[src/rtl/uart_pkg.sv]
// uart_pkg: definitions shared by the UART transmitter and receiver.
//   DATA_BITS  - character width carried by one frame
//   DIV_W      - width of the bit-period divider input
//   rx_state_e - receiver frame-tracking states
//   parity_bit - parity bit value for a character (even: XOR, odd: XNOR)
package uart_pkg;

  localparam int DATA_BITS = 8;
  localparam int DIV_W     = 16;

  typedef enum logic [2:0] {
    ST_IDLE,
    ST_START,
    ST_DATA,
    ST_PARITY,
    ST_STOP1,
    ST_STOP2
  } rx_state_e;

  function automatic logic parity_bit(input logic [DATA_BITS-1:0] data,
                                      input logic                 even);
    return even ? ^data : ~^data;
  endfunction

endpackage

[src/rtl/uart_sync.sv]
// uart_sync: two-flop synchronizer for an asynchronous serial line, plus a
// registered falling-edge pulse.
//   clock_i  - system clock
//   reset_ni - asynchronous active-low reset; both sync flops reset to 1
//              (line idle level)
//   async_i  - asynchronous input line
//   sync_o   - synchronized line value (two flops behind async_i)
//   fall_o   - one-cycle pulse, high in the same cycle that sync_o first
//              shows a 1->0 transition
module uart_sync (
  input  logic clock_i,
  input  logic reset_ni,
  input  logic async_i,
  output logic sync_o,
  output logic fall_o
);

  logic meta;
  logic sync;

  // sync is the previous value of meta, so comparing the pair flags the
  // edge one flop early; registering it aligns the pulse with sync_o.
  always_ff @(posedge clock_i or negedge reset_ni) begin
    if (!reset_ni) begin
      meta   <= 1'b1;
      sync   <= 1'b1;
      fall_o <= 1'b0;
    end else begin
      meta   <= async_i;
      sync   <= meta;
      fall_o <= sync & ~meta;
    end
  end

  assign sync_o = sync;

endmodule

[src/rtl/uart_rx.sv]
// uart_rx: UART receiver, one 8-bit character per frame
// (start, 8 data bits LSB first, optional parity, 1 or 2 stop bits).
//   clock_i          - system clock
//   reset_ni         - asynchronous active-low reset; aborts any frame
//   serial_i         - asynchronous serial line, idles high
//   two_stop_bits_i  - 1: frame has two stop bits
//   parity_bit_i     - 1: frame carries a parity bit
//   parity_even_i    - 1: even parity, 0: odd parity
//   clock_divider_i  - bit period is divider+1 clocks (0 behaves as 1)
//   data_o           - last received character, held between frames
//   valid_o          - one-cycle strobe at frame completion
//   parity_error_o   - parity mismatch, qualified by valid_o
//   framing_error_o  - a stop bit sampled low, qualified by valid_o
//   busy_o           - high from start-edge detection to frame completion
module uart_rx
  import uart_pkg::*;
(
  input  logic                 clock_i,
  input  logic                 reset_ni,
  input  logic                 serial_i,
  input  logic                 two_stop_bits_i,
  input  logic                 parity_bit_i,
  input  logic                 parity_even_i,
  input  logic [DIV_W-1:0]     clock_divider_i,
  output logic [DATA_BITS-1:0] data_o,
  output logic                 valid_o,
  output logic                 parity_error_o,
  output logic                 framing_error_o,
  output logic                 busy_o
);

  localparam int IDX_W = $clog2(DATA_BITS);
  localparam logic [IDX_W-1:0] LAST_IDX = IDX_W'(DATA_BITS - 1);

  function automatic logic [DIV_W-1:0] clamp_div(input logic [DIV_W-1:0] d);
    return (d == '0) ? DIV_W'(1) : d;
  endfunction

  logic                 rx_line;
  logic                 rx_fall;
  rx_state_e            state;
  rx_state_e            state_next;
  logic [DIV_W-1:0]     cnt;
  logic [DIV_W-1:0]     div_q;
  logic                 two_stop_q;
  logic                 par_en_q;
  logic                 par_even_q;
  logic [IDX_W-1:0]     idx;
  logic [DATA_BITS-1:0] shift_q;
  logic                 par_err;
  logic                 frm_err;
  logic                 sample;
  logic                 start_frame;
  logic                 complete;

  uart_sync u_sync (
    .clock_i  (clock_i),
    .reset_ni (reset_ni),
    .async_i  (serial_i),
    .sync_o   (rx_line),
    .fall_o   (rx_fall)
  );

  // ---- state register ----
  always_ff @(posedge clock_i or negedge reset_ni) begin
    if (!reset_ni) state <= ST_IDLE;
    else           state <= state_next;
  end

  // ---- next-state logic ----
  always_comb begin
    state_next = state;
    case (state)
      ST_IDLE:   if (rx_fall) state_next = ST_START;
      ST_START:  if (sample)  state_next = rx_line ? ST_IDLE : ST_DATA;
      ST_DATA:   if (sample && idx == LAST_IDX)
                   state_next = par_en_q ? ST_PARITY : ST_STOP1;
      ST_PARITY: if (sample)  state_next = ST_STOP1;
      ST_STOP1:  if (sample)  state_next = two_stop_q ? ST_STOP2 : ST_IDLE;
      ST_STOP2:  if (sample)  state_next = ST_IDLE;
      default:   state_next = ST_IDLE;
    endcase
  end

  // ---- decoded strobes ----
  always_comb begin
    sample      = (state != ST_IDLE) && (cnt == '0);
    start_frame = (state == ST_IDLE) && rx_fall;
    complete    = sample && (((state == ST_STOP1) && !two_stop_q) ||
                             (state == ST_STOP2));
    busy_o      = (state != ST_IDLE);
  end

  // ---- frame configuration and shift register (data path, no reset) ----
  // Configuration is captured at the start edge so changes mid-frame are
  // ignored.
  always_ff @(posedge clock_i) begin
    if (start_frame) begin
      div_q      <= clamp_div(clock_divider_i);
      two_stop_q <= two_stop_bits_i;
      par_en_q   <= parity_bit_i;
      par_even_q <= parity_even_i;
    end
    if (sample && state == ST_DATA) shift_q[idx] <= rx_line;
  end

  // ---- bit timing, error tracking and output registers ----
  // The counter is first loaded with half a bit period so every sample,
  // including the start bit, lands near mid-bit.
  always_ff @(posedge clock_i or negedge reset_ni) begin
    if (!reset_ni) begin
      cnt             <= '0;
      idx             <= '0;
      par_err         <= 1'b0;
      frm_err         <= 1'b0;
      data_o          <= '0;
      valid_o         <= 1'b0;
      parity_error_o  <= 1'b0;
      framing_error_o <= 1'b0;
    end else begin
      if (start_frame)
        cnt <= clamp_div(clock_divider_i) >> 1;
      else if (state != ST_IDLE)
        cnt <= sample ? div_q : cnt - DIV_W'(1);

      if (sample && state == ST_START)     idx <= '0;
      else if (sample && state == ST_DATA) idx <= idx + IDX_W'(1);

      if (start_frame)
        par_err <= 1'b0;
      else if (sample && state == ST_PARITY)
        par_err <= rx_line != parity_bit(shift_q, par_even_q);

      if (start_frame)
        frm_err <= 1'b0;
      else if (sample && (state == ST_STOP1 || state == ST_STOP2) && !rx_line)
        frm_err <= 1'b1;

      // The final stop sample is folded in directly since frm_err only
      // updates on this same edge.
      valid_o         <= complete;
      parity_error_o  <= complete & par_err;
      framing_error_o <= complete & (frm_err | ~rx_line);
      if (complete) data_o <= shift_q;
    end
  end

endmodule

[config.mk]
export PLATFORM = sky130hd
export DESIGN_NAME = uart_rx
export DESIGN_NICKNAME = d
export VERILOG_FILES = /design/src/rtl/uart_pkg.sv /design/src/rtl/uart_sync.sv /design/src/rtl/uart_rx.sv
export SDC_FILE = /design/constraint.sdc
export NUM_CORES = 1
export LEC_CHECK = 0
export CORE_UTILIZATION = 60
export DETAILED_ROUTE_END_ITERATION = 12
export PLACE_DENSITY = 0.95
export SYNTH_ARGS = -nofsm -noshare
export SYNTH_HDL_FRONTEND = slang
export SYNTH_SLANG_ARGS = --single-unit
export TNS_END_PERCENT = 50
[constraint.sdc]
create_clock -name clock_i -period 3.15 [get_ports clock_i]
set_input_delay 0.4725 -clock clock_i [delete_from_list [all_inputs] [get_ports clock_i]]
set_output_delay 0.4725 -clock clock_i [all_outputs]
set_load 0.005 [all_outputs]
Word-level counts from Yosys, hierarchy flattened --
Index checks and enable logic that the tools add are counted. W data, S select, Z words.
Storage, ports and cells: flip-flop bits (word level) 65, input port bits 22, output and inout port bits 12, logic and storage cells 91
Cells by class: $add $sub $neg 2, $lt $le $gt $ge 2, equal/unequal tests 13, mux-type cells 24, bitwise operators 6, reduce and logical (&&, ||, !) cells 26
Operators with widths (number):
- $mux W16 | 4
- $logic_not A16 Y1 | 2
- $mux W3 | 10
- $pmux W3 S6 | 1
- $sub A16 B1 Y16 const B | 1
- $logic_and A1 B1 Y1 | 11
- $ne A2 B2 Y1 const B | 5
- $eq A3 B3 Y1 const B | 3
- $bwmux W8 | 1
- $reduce_bool A2 Y1 | 4
- $reduce_xnor A8 Y1 | 1
- $reduce_xor A8 Y1 | 1
- $eq A3 B2 Y1 const B | 2
- $mux W1 | 6
- $reduce_and A6 Y1 | 1
- $lt A3 B4 Y1 const B | 1
- $add A3 B1 Y3 const B | 1
- $and A1 B1 Y1 | 3
- $demux W1 S3 | 1
- $eq A3 B1 Y1 const B | 1
- $ge A3 B1 Y1 const B | 1
- $logic_not A3 Y1 | 1
- $reduce_bool A3 Y1 | 1
- $logic_not A1 Y1 | 2
- 6 further kinds | 8

Logic depth before layout (Yosys ltp) --
Gate-level depths: netlist (run 1).
depth in word-level cells 6, mapped depth 8, gate-level depth less buffers 7

Hierarchy --
From an unflattened synthesis (run 1), not the netlist that was laid out.
Second synthesis, totals: cells, all modules 298, area total of the unflattened synthesis 3349.5 µm²
Modules (own cells, without submodules):
- uart_rx | times used 1, cells an instance 294, area each 3258.1 µm², seq. area each 1686.6 µm²
- uart_sync | times used 1, cells an instance 4, area each 91.3 µm², seq. area each 77.6 µm²

Least setup slack after synthesis (run 1) --
Ideal clock, no wire load.
path type register to register, from register cnt[0], to register shift_q[2] (enable), library setup time 0.312 ns, arrival 1.624 ns, required time 2.838 ns, slack 1.214 ns, cell stages (with the launch flop) 8, buffers on the path 0, clock period less this slack 1.936 ns, cell sequence dfrtp_1 > inv_1 > ha_1 > nor4b_4 > nand4_2 > nor3_1 > nand3_1 > nor3_1
Between the ends: cells in the longest elaborated chain, start to end 3
RTL lines:
- start, declared | RTL line uart_rx.sv:43 | logic [DIV_W-1:0] cnt;
- start signal, assigned | RTL line uart_rx.sv:122 | cnt <= clamp_div(clock_divider_i) >> 1;
- start signal, assigned | RTL line uart_rx.sv:124 | cnt <= sample ? div_q : cnt - DIV_W'(1);
- $logic_not A16 Y1 | RTL line uart_rx.sv:87 | sample = (state != ST_IDLE) && (cnt == '0);
- $logic_and A1 B1 Y1 | RTL line uart_rx.sv:87
- $logic_and A1 B1 Y1 | RTL line uart_rx.sv:104 | if (sample && state == ST_DATA) shift_q[idx] <= rx_line;
- end signal, assigned by index | RTL line uart_rx.sv:104
- end, declared | RTL line uart_rx.sv:49 | logic [DATA_BITS-1:0] shift_q;
Every way passes these cells. A chain may end at the register's enable or synchronous reset.

Worst setup path after layout (run 1) --
from register state[0], to output port busy_o
Between the ends: cells in the longest elaborated chain, start to end 1
RTL lines:
- start, declared | RTL line uart_rx.sv:41 | rx_state_e state;
- start signal, assigned | RTL line uart_rx.sv:67 | else state <= state_next;
- $reduce_bool A3 Y1 | RTL line uart_rx.sv:91 | busy_o = (state != ST_IDLE);
- end, declared | RTL line uart_rx.sv:29 | output logic busy_o
Every way passes these cells.

==> qor.json, run 1 <==
{
  "dp_hpwl": {"value": 4.49, "unit": "mm"},
  "post_synth.cell_area_avg": {"value": 11.2, "unit": "sq um"},
  "clock_insertion_delay_worst_skew": {"value": 0.33, "unit": "ns"},
  "initial_util": {"value": 63.6, "unit": "%"},
  "power_report.internal_total": {"value": 1810, "unit": "uW"},
  "floorplan.die.height": {"value": 76.5, "unit": "microns"},
  "initial_antenna_violation_count": {"value": 0},
  "grt_setup_unrepaired": {"value": "no"},
  "tritoncts": {"value": "built"},
  "synth_top_cells_by_area": {"value": "dfrtp_1 (27%), edfxtp_1 (24%), mux2i_1 (3.6%)"},
  "area.growth.synth_to_final": {"value": 15.6, "unit": "%"},
  "drtPass1Iterations": {"value": 5},
  "synth-seq-area-share": {"value": 53.0, "unit": "%"},
  "achievable_frequency": {"value": 406, "unit": "MHz"},
  "pwr_density_cell": {"value": 724, "unit": "nW/um^2"},
  "post_synth_inst_count": {"value": 297},
  "critical_path.startpoint_type": {"value": "flop"},
  "maxSlewViolCount": {"value": 0},
  "hold_path_class": {"value": "input port to asynchronous set/reset pin"},
  "first_global_vias": {"value": 2442},
  "drt_first_iter_violations": {"value": 206},
  "r2r_end": {"value": "data_o[1]$_DFFE_PN0P_"},
  "synthDominantCellAreaShare": {"value": 27.1, "unit": "%"},
  "synth_warnings": {"value": 0},
  "pin_count_of_the_biggest_net_entering_global_routing": {"value": 39},
  "cts_buffers": {"value": 9},
  "postCtsSetupRepairBufs": {"value": 0},
  "synth_cell_area": {"value": 3330, "unit": "sq um"},
  "drt_antenna_net_count": {"value": 0},
  "wire_per_inst": {"value": 17.8, "unit": "microns"},
  "cts_hold_buffers": {"value": 0},
  "dr_total_vias": {"value": 2407},
  "setup-tns-final": {"value": 0, "unit": "ns"},
  "rows": {"value": 26},
  "crit_required": {"value": 2.68, "unit": "ns"},
  "weighted_congestion_at_the_end_of_routability_driven_global_placement": {"value": 0.836},
  "number_of_h_tree_levels": {"value": 3},
  "num-nets-final": {"value": 342},
  "worst_r2r_path_depth": {"value": 4},
  "die_width": {"value": 76.5, "unit": "microns"},
  "worst_slew_margin": {"value": 43.8, "unit": "%"},
  "floorplan.io_pins": {"value": 34},
  "synthDominantAreaCellType": {"value": "dfrtp_1"},
  "cts.path.max_buffers": {"value": 2},
  "overflow": {"value": 0},
  "crit_path_start": {"value": "state[0]$_DFFE_PN0P_"},
  "worst_ir_drop_vdd": {"value": 0.589, "unit": "mV"},
  "synth-edff-count": {"value": 27},
  "power.share.combinational": {"value": 28.8, "unit": "%"},
  "setup.worst_path.end_class": {"value": "primary output"},
  "fin_crit_sh": {"value": 78.3, "unit": "%"},
  "power.share.clock": {"value": 26.4, "unit": "%"},
  "leakage_power": {"value": 0.00149, "unit": "uW"},
  "tightest_pin_transition": {"value": 0.844, "unit": "ns"},
  "path_clk_slew": {"value": 0.07, "unit": "ns"},
  "cap_violations": {"value": 0},
  "synth-main-ff-cell": {"value": "dfrtp_1"},
  "critical_setup_path_class": {"value": "flop to primary output"},
  "net-switching-power": {"value": 975, "unit": "uW"},
  "drc_markers": {"value": 0},
  "buffer_ports.inserted": {"value": 33},
  "diodes": {"value": 0},
  "numClockSinks": {"value": 65},
  "status": {"value": "completed"},
  "worst_setup_path_endpoint": {"value": "busy_o"},
  "fillerInstances": {"value": 339},
  "post_cts_resized": {"value": 0},
  "arrival": {"value": 1.99, "unit": "ns"},
  "drt-vias-per-instance": {"value": 6.16},
  "global_route_wire_length_before_repair": {"value": 11.7, "unit": "mm"},
  "timing.rr.start": {"value": "cnt[2]$_DFFE_PN0P_"},
  "finClkSkew": {"value": 0.00750, "unit": "ns"},
  "postSynth.asyncResetShare": {"value": 58.5, "unit": "%"},
  "final_number_of_hold_violating_endpoints": {"value": 0},
  "routed_wirelength": {"value": 6.95, "unit": "mm"},
  "share_of_the_core_filled_with_cells_in_the_final_layout": {"value": 73.5, "unit": "%"},
  "share_of_layout_cells_above_drive_strength_1": {"value": 13.1, "unit": "%"},
  "die_area": {"value": 5850, "unit": "sq um"},
  "synth_seq_cells": {"value": 65},
  "core_region_area": {"value": 5240, "unit": "sq um"},
  "setup-violations-final": {"value": 0},
  "groute.usage.overall": {"value": 26.0, "unit": "%"},
  "sw_frac_of_total": {"value": 35.0, "unit": "%"},
  "yosys.cell_types.count": {"value": 54},
  "period_needed": {"value": 2.47, "unit": "ns"},
  "seqPwrFrac": {"value": 44.8, "unit": "%"},
  "worst-r2r-setup-slack": {"value": 0.75, "unit": "ns"},
  "post_synth_net_total": {"value": 323},
  "crit_path_max_fanout": {"value": 15},
  "clockRootBuffer": {"value": "clkbuf_8"}
}
[per-stage QoR]
stage,hold slack (ns),area [sq um],setup WS [ns],power (uW),instances
after floorplan,0.177,3330,1.21,1830,297
after global placement,0.356,3640,0.924,1970,375
after detailed placement,0.359,3640,0.802,2030,375
after CTS,0.259,3850,0.668,2780,391
after global routing,0.327,3850,0.561,2930,391
final,0.240,3850,0.685,2780,391
[synthesized netlist by cell type (2+ instances only)]
master and number:
dfstp_2 2, a31oi_1 5, nor4_1 5, o21ai_0 18, xnor2_1 13, nand4_1 3, nor2b_1 5, o31ai_1 5
nor2_1 24, buf_2 4, nand2_1 16, and2_1 2, o211ai_1 5, mux2i_1 12, edfxtp_1 27, clkbuf_1 21
and3_1 2, a211o_1 2, nor3_1 10, ha_1 4, o22ai_1 5, nand3_1 5, dfrtp_1 36, a21oi_1 8
o21ai_1 2, a211oi_1 2, o2bb2ai_1 4, inv_1 10, buf_6 2, mux2_2 10, nand2b_1 2, nand4_2 2
nor4_4 2, nor4b_4 2
[logic make-up (layout without fill, tap and decap cells)]
logic type	count (synthesis)	in the layout	share of synthesized area (%)
and+or+nand+nor	89	89	16.6
adders and majority gates	4	4	1.50
DFF	65	65	53.0
buffers and inverters	40	64	5.37
xor gates and xnor gates	15	15	4.36
muxes	22	22	6.99
AOI/OAI and AO/OA	62	62	12.1
[worst min-delay path by stage]
stage | end | depth (start not counted)
global placement | u_sync.sync_o$_DFF_PN1_ | 0
detailed placement | u_sync.sync_o$_DFF_PN1_ | 0
global route | data_o[0]$_DFFE_PN0P_ | 1
floorplan | cnt[0]$_DFFE_PN0P_ | 0
finish | data_o[0]$_DFFE_PN0P_ | 1
CTS | data_o[0]$_DFFE_PN0P_ | 1
[sequential cells by signal, summed over array words and instances, names as in the netlist, 3 cells and up]
| register | flops |
|---|---|
| cnt | 16 |
| div_q | 16 |
| shift_q | 8 |
| state | 3 |
| data_o | 8 |
| idx | 3 |
[power groups by stage]
stage               combinational [uW]  clock, uW  sequential (uW)
finish                             801        736             1250
global route                       888        771             1270
CTS                                798        743             1240
detailed placement                 772          0             1250
global placement                   724          0             1240
floorplan                          669          0             1160
[cells in the final DEF, fill, tap and decap left out, drive strengths merged, types with 4 or more instances in the layout]
cell	count
dfrtp	36
clkdlybuf4s50	32
edfxtp	27
nor2	25
o21ai	20
nand2	16
clkbuf	14
xnor2	13
mux2i	12
nor3	12
inv	10
mux2	10
a21oi	8
nor4	7
nand3	6
o31ai	6
buf	6
nor2b	5
o22ai	5
a31oi	5
o211ai	5
nand4	5
o2bb2ai	4
ha	4
[critical path: stages, from the launching register on]
cell	delay (ns)
dfrtp_1	0.54
nor3_1	0.47
inv_1	0.17
clkdlybuf4s50_1	0.48
[layout make-up]
class / instances / area (sq um) / share of cell area [%]
flip-flops and latches: 65 / 1760 / 45.9
inverters: 10 / 37.5 / 0.976
clock buffers: 14 / 174 / 4.52
clock inverters: 2 / 35.0 / 0.911
repair buffers: 38 / 363 / 9.43
well taps: 70 / 87.6 / 2.28
multi-input cells: 192 / 1390 / 36.0
[per-layer routing]
layer | global-route usage [%] | up-vias | part of all wire (%)
li1 | - | 1117 | -
met2 | 40.5 | 105 | 49
met5 | 0 | - | 0
met1 | 34.9 | 1167 | 43
met4 | 13.8 | 0 | 2.4
met3 | 4.43 | 18 | 5.9
Note: power is estimated with default switching activity, not from simulation.
==> run 2: changes to the inputs <==
--- a/config.mk
+++ b/config.mk
@@ -5,9 +5,9 @@
 export SDC_FILE = /design/constraint.sdc
 export NUM_CORES = 1
 export LEC_CHECK = 0
-export CORE_UTILIZATION = 60
+export CORE_UTILIZATION = 57
 export DETAILED_ROUTE_END_ITERATION = 12
-export PLACE_DENSITY = 0.95
+export PLACE_DENSITY = 0.91
 export SYNTH_ARGS = -nofsm -noshare
 export SYNTH_HDL_FRONTEND = slang
 export SYNTH_SLANG_ARGS = --single-unit
==> constraint.sdc (replaced) <==
create_clock -name clock_i -period 2.33 [get_ports clock_i]
set_input_delay 0.3495 -clock clock_i [delete_from_list [all_inputs] [get_ports clock_i]]
set_output_delay 0.3495 -clock clock_i [all_outputs]
set_load 0.005 [all_outputs]
==> run 2 against run 1 <==
- flip-flop and latch count did not move
- critical path depth did not move
- sequential share of layout area fell by 0.56 points
==> qor.json, run 2 (synthesized netlist as in run 1, its figures left out) <==
{
  "routed_wirelength": {"value": 7.02, "unit": "mm", "change": "+1.0%"},
  "share_of_layout_cells_above_drive_strength_1": {"value": 15.5, "unit": "%", "change": "+2.5 points"},
  "drt_first_iter_violations": {"value": 191, "change": "-7.3%"},
  "setup-violations-final": {"value": 0, "change": "unchanged"},
  "timing.rr.start": {"value": "cnt[0]$_DFFE_PN0P_"},
  "core_region_area": {"value": 5570, "unit": "sq um", "change": "+6.4%"},
  "status": {"value": "completed"},
  "post_cts_resized": {"value": 0, "change": "unchanged"},
  "weighted_congestion_at_the_end_of_routability_driven_global_placement": {"value": 0.873, "change": "+4.4%"},
  "buffer_ports.inserted": {"value": 33, "change": "unchanged"},
  "pin_count_of_the_biggest_net_entering_global_routing": {"value": 39, "change": "unchanged"},
  "cap_violations": {"value": 0, "change": "unchanged"},
  "initial_util": {"value": 59.7, "unit": "%", "change": "-3.8 points"},
  "grt_setup_unrepaired": {"value": "no"},
  "pwr_density_cell": {"value": 967, "unit": "nW/um^2", "change": "+34%"},
  "slowest_stage": {"value": "dfrtp_1"},
  "drt-vias-per-instance": {"value": 6.20, "change": "+0.63%"},
  "critical_setup_path_class": {"value": "flop to primary output"},
  "drc_markers": {"value": 0, "change": "unchanged"},
  "worst_ir_drop_vdd": {"value": 0.531, "unit": "mV", "change": "-9.7%"},
  "initial_antenna_violation_count": {"value": 0, "change": "unchanged"},
  "cts_hold_buffers": {"value": 0, "change": "unchanged"},
  "postCtsSetupRepairBufs": {"value": 0, "change": "unchanged"},
  "period_needed": {"value": 2.18, "unit": "ns"},
  "critical_path_buf_inv_count": {"value": 2, "change": "unchanged"},
  "path_clk_slew": {"value": 0.07, "unit": "ns", "change": "about the same"},
  "rows": {"value": 27, "change": "+3.8%"},
  "drt_antenna_net_count": {"value": 0, "change": "unchanged"},
  "cts.path.max_buffers": {"value": 2, "change": "unchanged"},
  "num-nets-final": {"value": 349, "change": "+2.0%"},
  "number_of_h_tree_levels": {"value": 3, "change": "unchanged"},
  "critPathMaxStageDelay": {"value": 0.55, "unit": "ns", "change": "about the same"},
  "fin_crit_sh": {"value": 93.7, "unit": "%"},
  "worstSetupPathDepth": {"value": 3, "change": "unchanged"},
  "worst_r2r_path_depth": {"value": 8, "change": "+4"},
  "overflow": {"value": 0, "change": "unchanged"},
  "die_width": {"value": 78.4, "unit": "microns", "change": "+2.5%"},
  "clock_insertion_delay_worst_skew": {"value": 0.34, "unit": "ns", "change": "about the same"},
  "leakage_power": {"value": 0.00152, "unit": "uW", "change": "+1.7%"},
  "crit_path_max_fanout": {"value": 15, "change": "unchanged"},
  "clockRootBuffer": {"value": "clkbuf_8"},
  "placed_cell_count": {"value": 384, "change": "+2.4%"},
  "floorplan.die.height": {"value": 78.4, "unit": "microns", "change": "+2.5%"},
  "first_global_vias": {"value": 2470, "change": "+1.1%"},
  "arrival": {"value": 1.83, "unit": "ns", "change": "-0.16 ns"},
  "hold_path_class": {"value": "input port to asynchronous set/reset pin"},
  "commonest_cells_after_routing_fill_and_taps_aside": {"value": "dfrtp_1 (36), clkdlybuf4s50_1 (32), edfxtp_1 (27)"},
  "final_number_of_hold_violating_endpoints": {"value": 0, "change": "unchanged"},
  "cp_cell_sequence": {"value": "nor3_1 -> inv_1 -> clkdlybuf4s50_1"},
  "setup-tns-final": {"value": 0, "unit": "ns", "change": "unchanged"},
  "dp_hpwl": {"value": 4.69, "unit": "mm", "change": "+4.5%"},
  "worst-r2r-setup-slack": {"value": 0.15, "unit": "ns", "change": "-0.60 ns"},
  "finClkSkew": {"value": 0.00591, "unit": "ns", "change": "-0.00159 ns"},
  "critical_path.startpoint_type": {"value": "flop"},
  "crit_path_start": {"value": "state[0]$_DFFE_PN0P_"},
  "share_of_the_core_filled_with_cells_in_the_final_layout": {"value": 69.9, "unit": "%", "change": "-3.6 points"},
  "tightest_pin_transition": {"value": 0.859, "unit": "ns", "change": "+0.0155 ns"},
  "crit_required": {"value": 1.98, "unit": "ns", "change": "-0.70 ns"},
  "layout.cells.most_common": {"value": "dfrtp_1"},
  "area.growth.synth_to_final": {"value": 17.0, "unit": "%"},
  "tritoncts": {"value": "built"},
  "die_area": {"value": 6150, "unit": "sq um", "change": "+5.1%"},
  "worst_setup_path_endpoint": {"value": "busy_o"},
  "r2r_end": {"value": "idx[1]$_DFFE_PN0P_"},
  "stdcell_count": {"value": 400, "change": "+2.3%"},
  "critical-path-top-delay-family": {"value": "buffers and inverters"},
  "dr_total_vias": {"value": 2478, "change": "+2.9%"},
  "maxSlewViolCount": {"value": 0, "change": "unchanged"},
  "groute.usage.overall": {"value": 25.1, "unit": "%", "change": "-0.89 points"},
  "global_route_wire_length_before_repair": {"value": 11.5, "unit": "mm", "change": "-1.2%"},
  "floorplan.io_pins": {"value": 34, "change": "unchanged"},
  "worst_slew_margin": {"value": 42.7, "unit": "%", "change": "-1.0 points"},
  "numClockSinks": {"value": 65, "change": "unchanged"},
  "wire_per_inst": {"value": 17.5, "unit": "microns", "change": "-1.2%"},
  "cts_buffers": {"value": 9, "change": "unchanged"},
  "totalPowerFinal": {"value": 3770, "unit": "uW", "change": "+35%"},
  "diodes": {"value": 0, "change": "unchanged"},
  "drtPass1Iterations": {"value": 4, "change": "-1"},
  "achievable_frequency": {"value": 458, "unit": "MHz"},
  "setup.worst_path.end_class": {"value": "primary output"},
  "final.hold.worst_slack": {"value": 0.122, "unit": "ns", "change": "-0.118 ns"},
  "reg_top3": {"value": "cnt (16), div_q (16)"}
}
run 2: cell count changes in the layout (fill, tap and decap cells not counted), sizes merged:
cell      change
buf           +7
clkbuf        -3
clkinv        +2
clkinvlp      +1
run 2: through the flow:
stage,setup slack [ns],area (sq um)
2_1_floorplan,0.394,3330
3_3_place_gp,0.296,3690
3_5_place_dp,0.181,3690
4_1_cts,0.147,3890
5_1_grt,0.0160,3890
6_report,0.146,3890
run 2: report_power, final:
| part | internal (uW) | switching (uW) |
|---|---|---|
| clock | 520 | 432 |
| sequential | 1370 | 302 |
| combinational | 525 | 619 |
| total | 2410 | 1350 |
run 2: worst register-to-register path: cells and delay by family, from the launching register on:
family | cells | cell delay, ns
buf+inv | 2 | 0.42
compound gates | 1 | 0.14
fa+ha+maj | 1 | 0.17
simple gates | 4 | 0.87
flops | 1 | 0.45
run 2: layout make-up:
cell class / count / area (sq um)
sequential: 65 / 1760
fill: 404 / 1680
multi-input combinational: 192 / 1390
timing repair buffer: 45 / 415
clock buffer: 11 / 141
tap: 72 / 90.1
clock inverter: 5 / 55.1
inverter: 10 / 37.5
run 2: metal layers:
| metal | global-route usage, % | routed length [microns] | vias up |
|---|---|---|---|
| met5 | 0 | 0 | - |
| met4 | 14.3 | 178 | 0 |
| met3 | 5.00 | 430 | 17 |
| met2 | 38.5 | 3340 | 109 |
| met1 | 33.3 | 3070 | 1217 |
| li1 | - | - | 1135 |
run 2: how the worst min path moves through the flow:
stage / from / endpoint / slack, ns / cells after the start
after floorplan: reset_ni / cnt[0]$_DFFE_PN0P_ / 0.05 / 0
after global placement: u_sync.meta$_DFF_PN1_ / u_sync.sync_o$_DFF_PN1_ / 0.35 / 0
after detailed placement: u_sync.meta$_DFF_PN1_ / u_sync.sync_o$_DFF_PN1_ / 0.36 / 0
after CTS: reset_ni / data_o[7]$_DFFE_PN0P_ / 0.15 / 1
after global routing: reset_ni / data_o[7]$_DFFE_PN0P_ / 0.19 / 1
final: reset_ni / data_o[7]$_DFFE_PN0P_ / 0.12 / 1
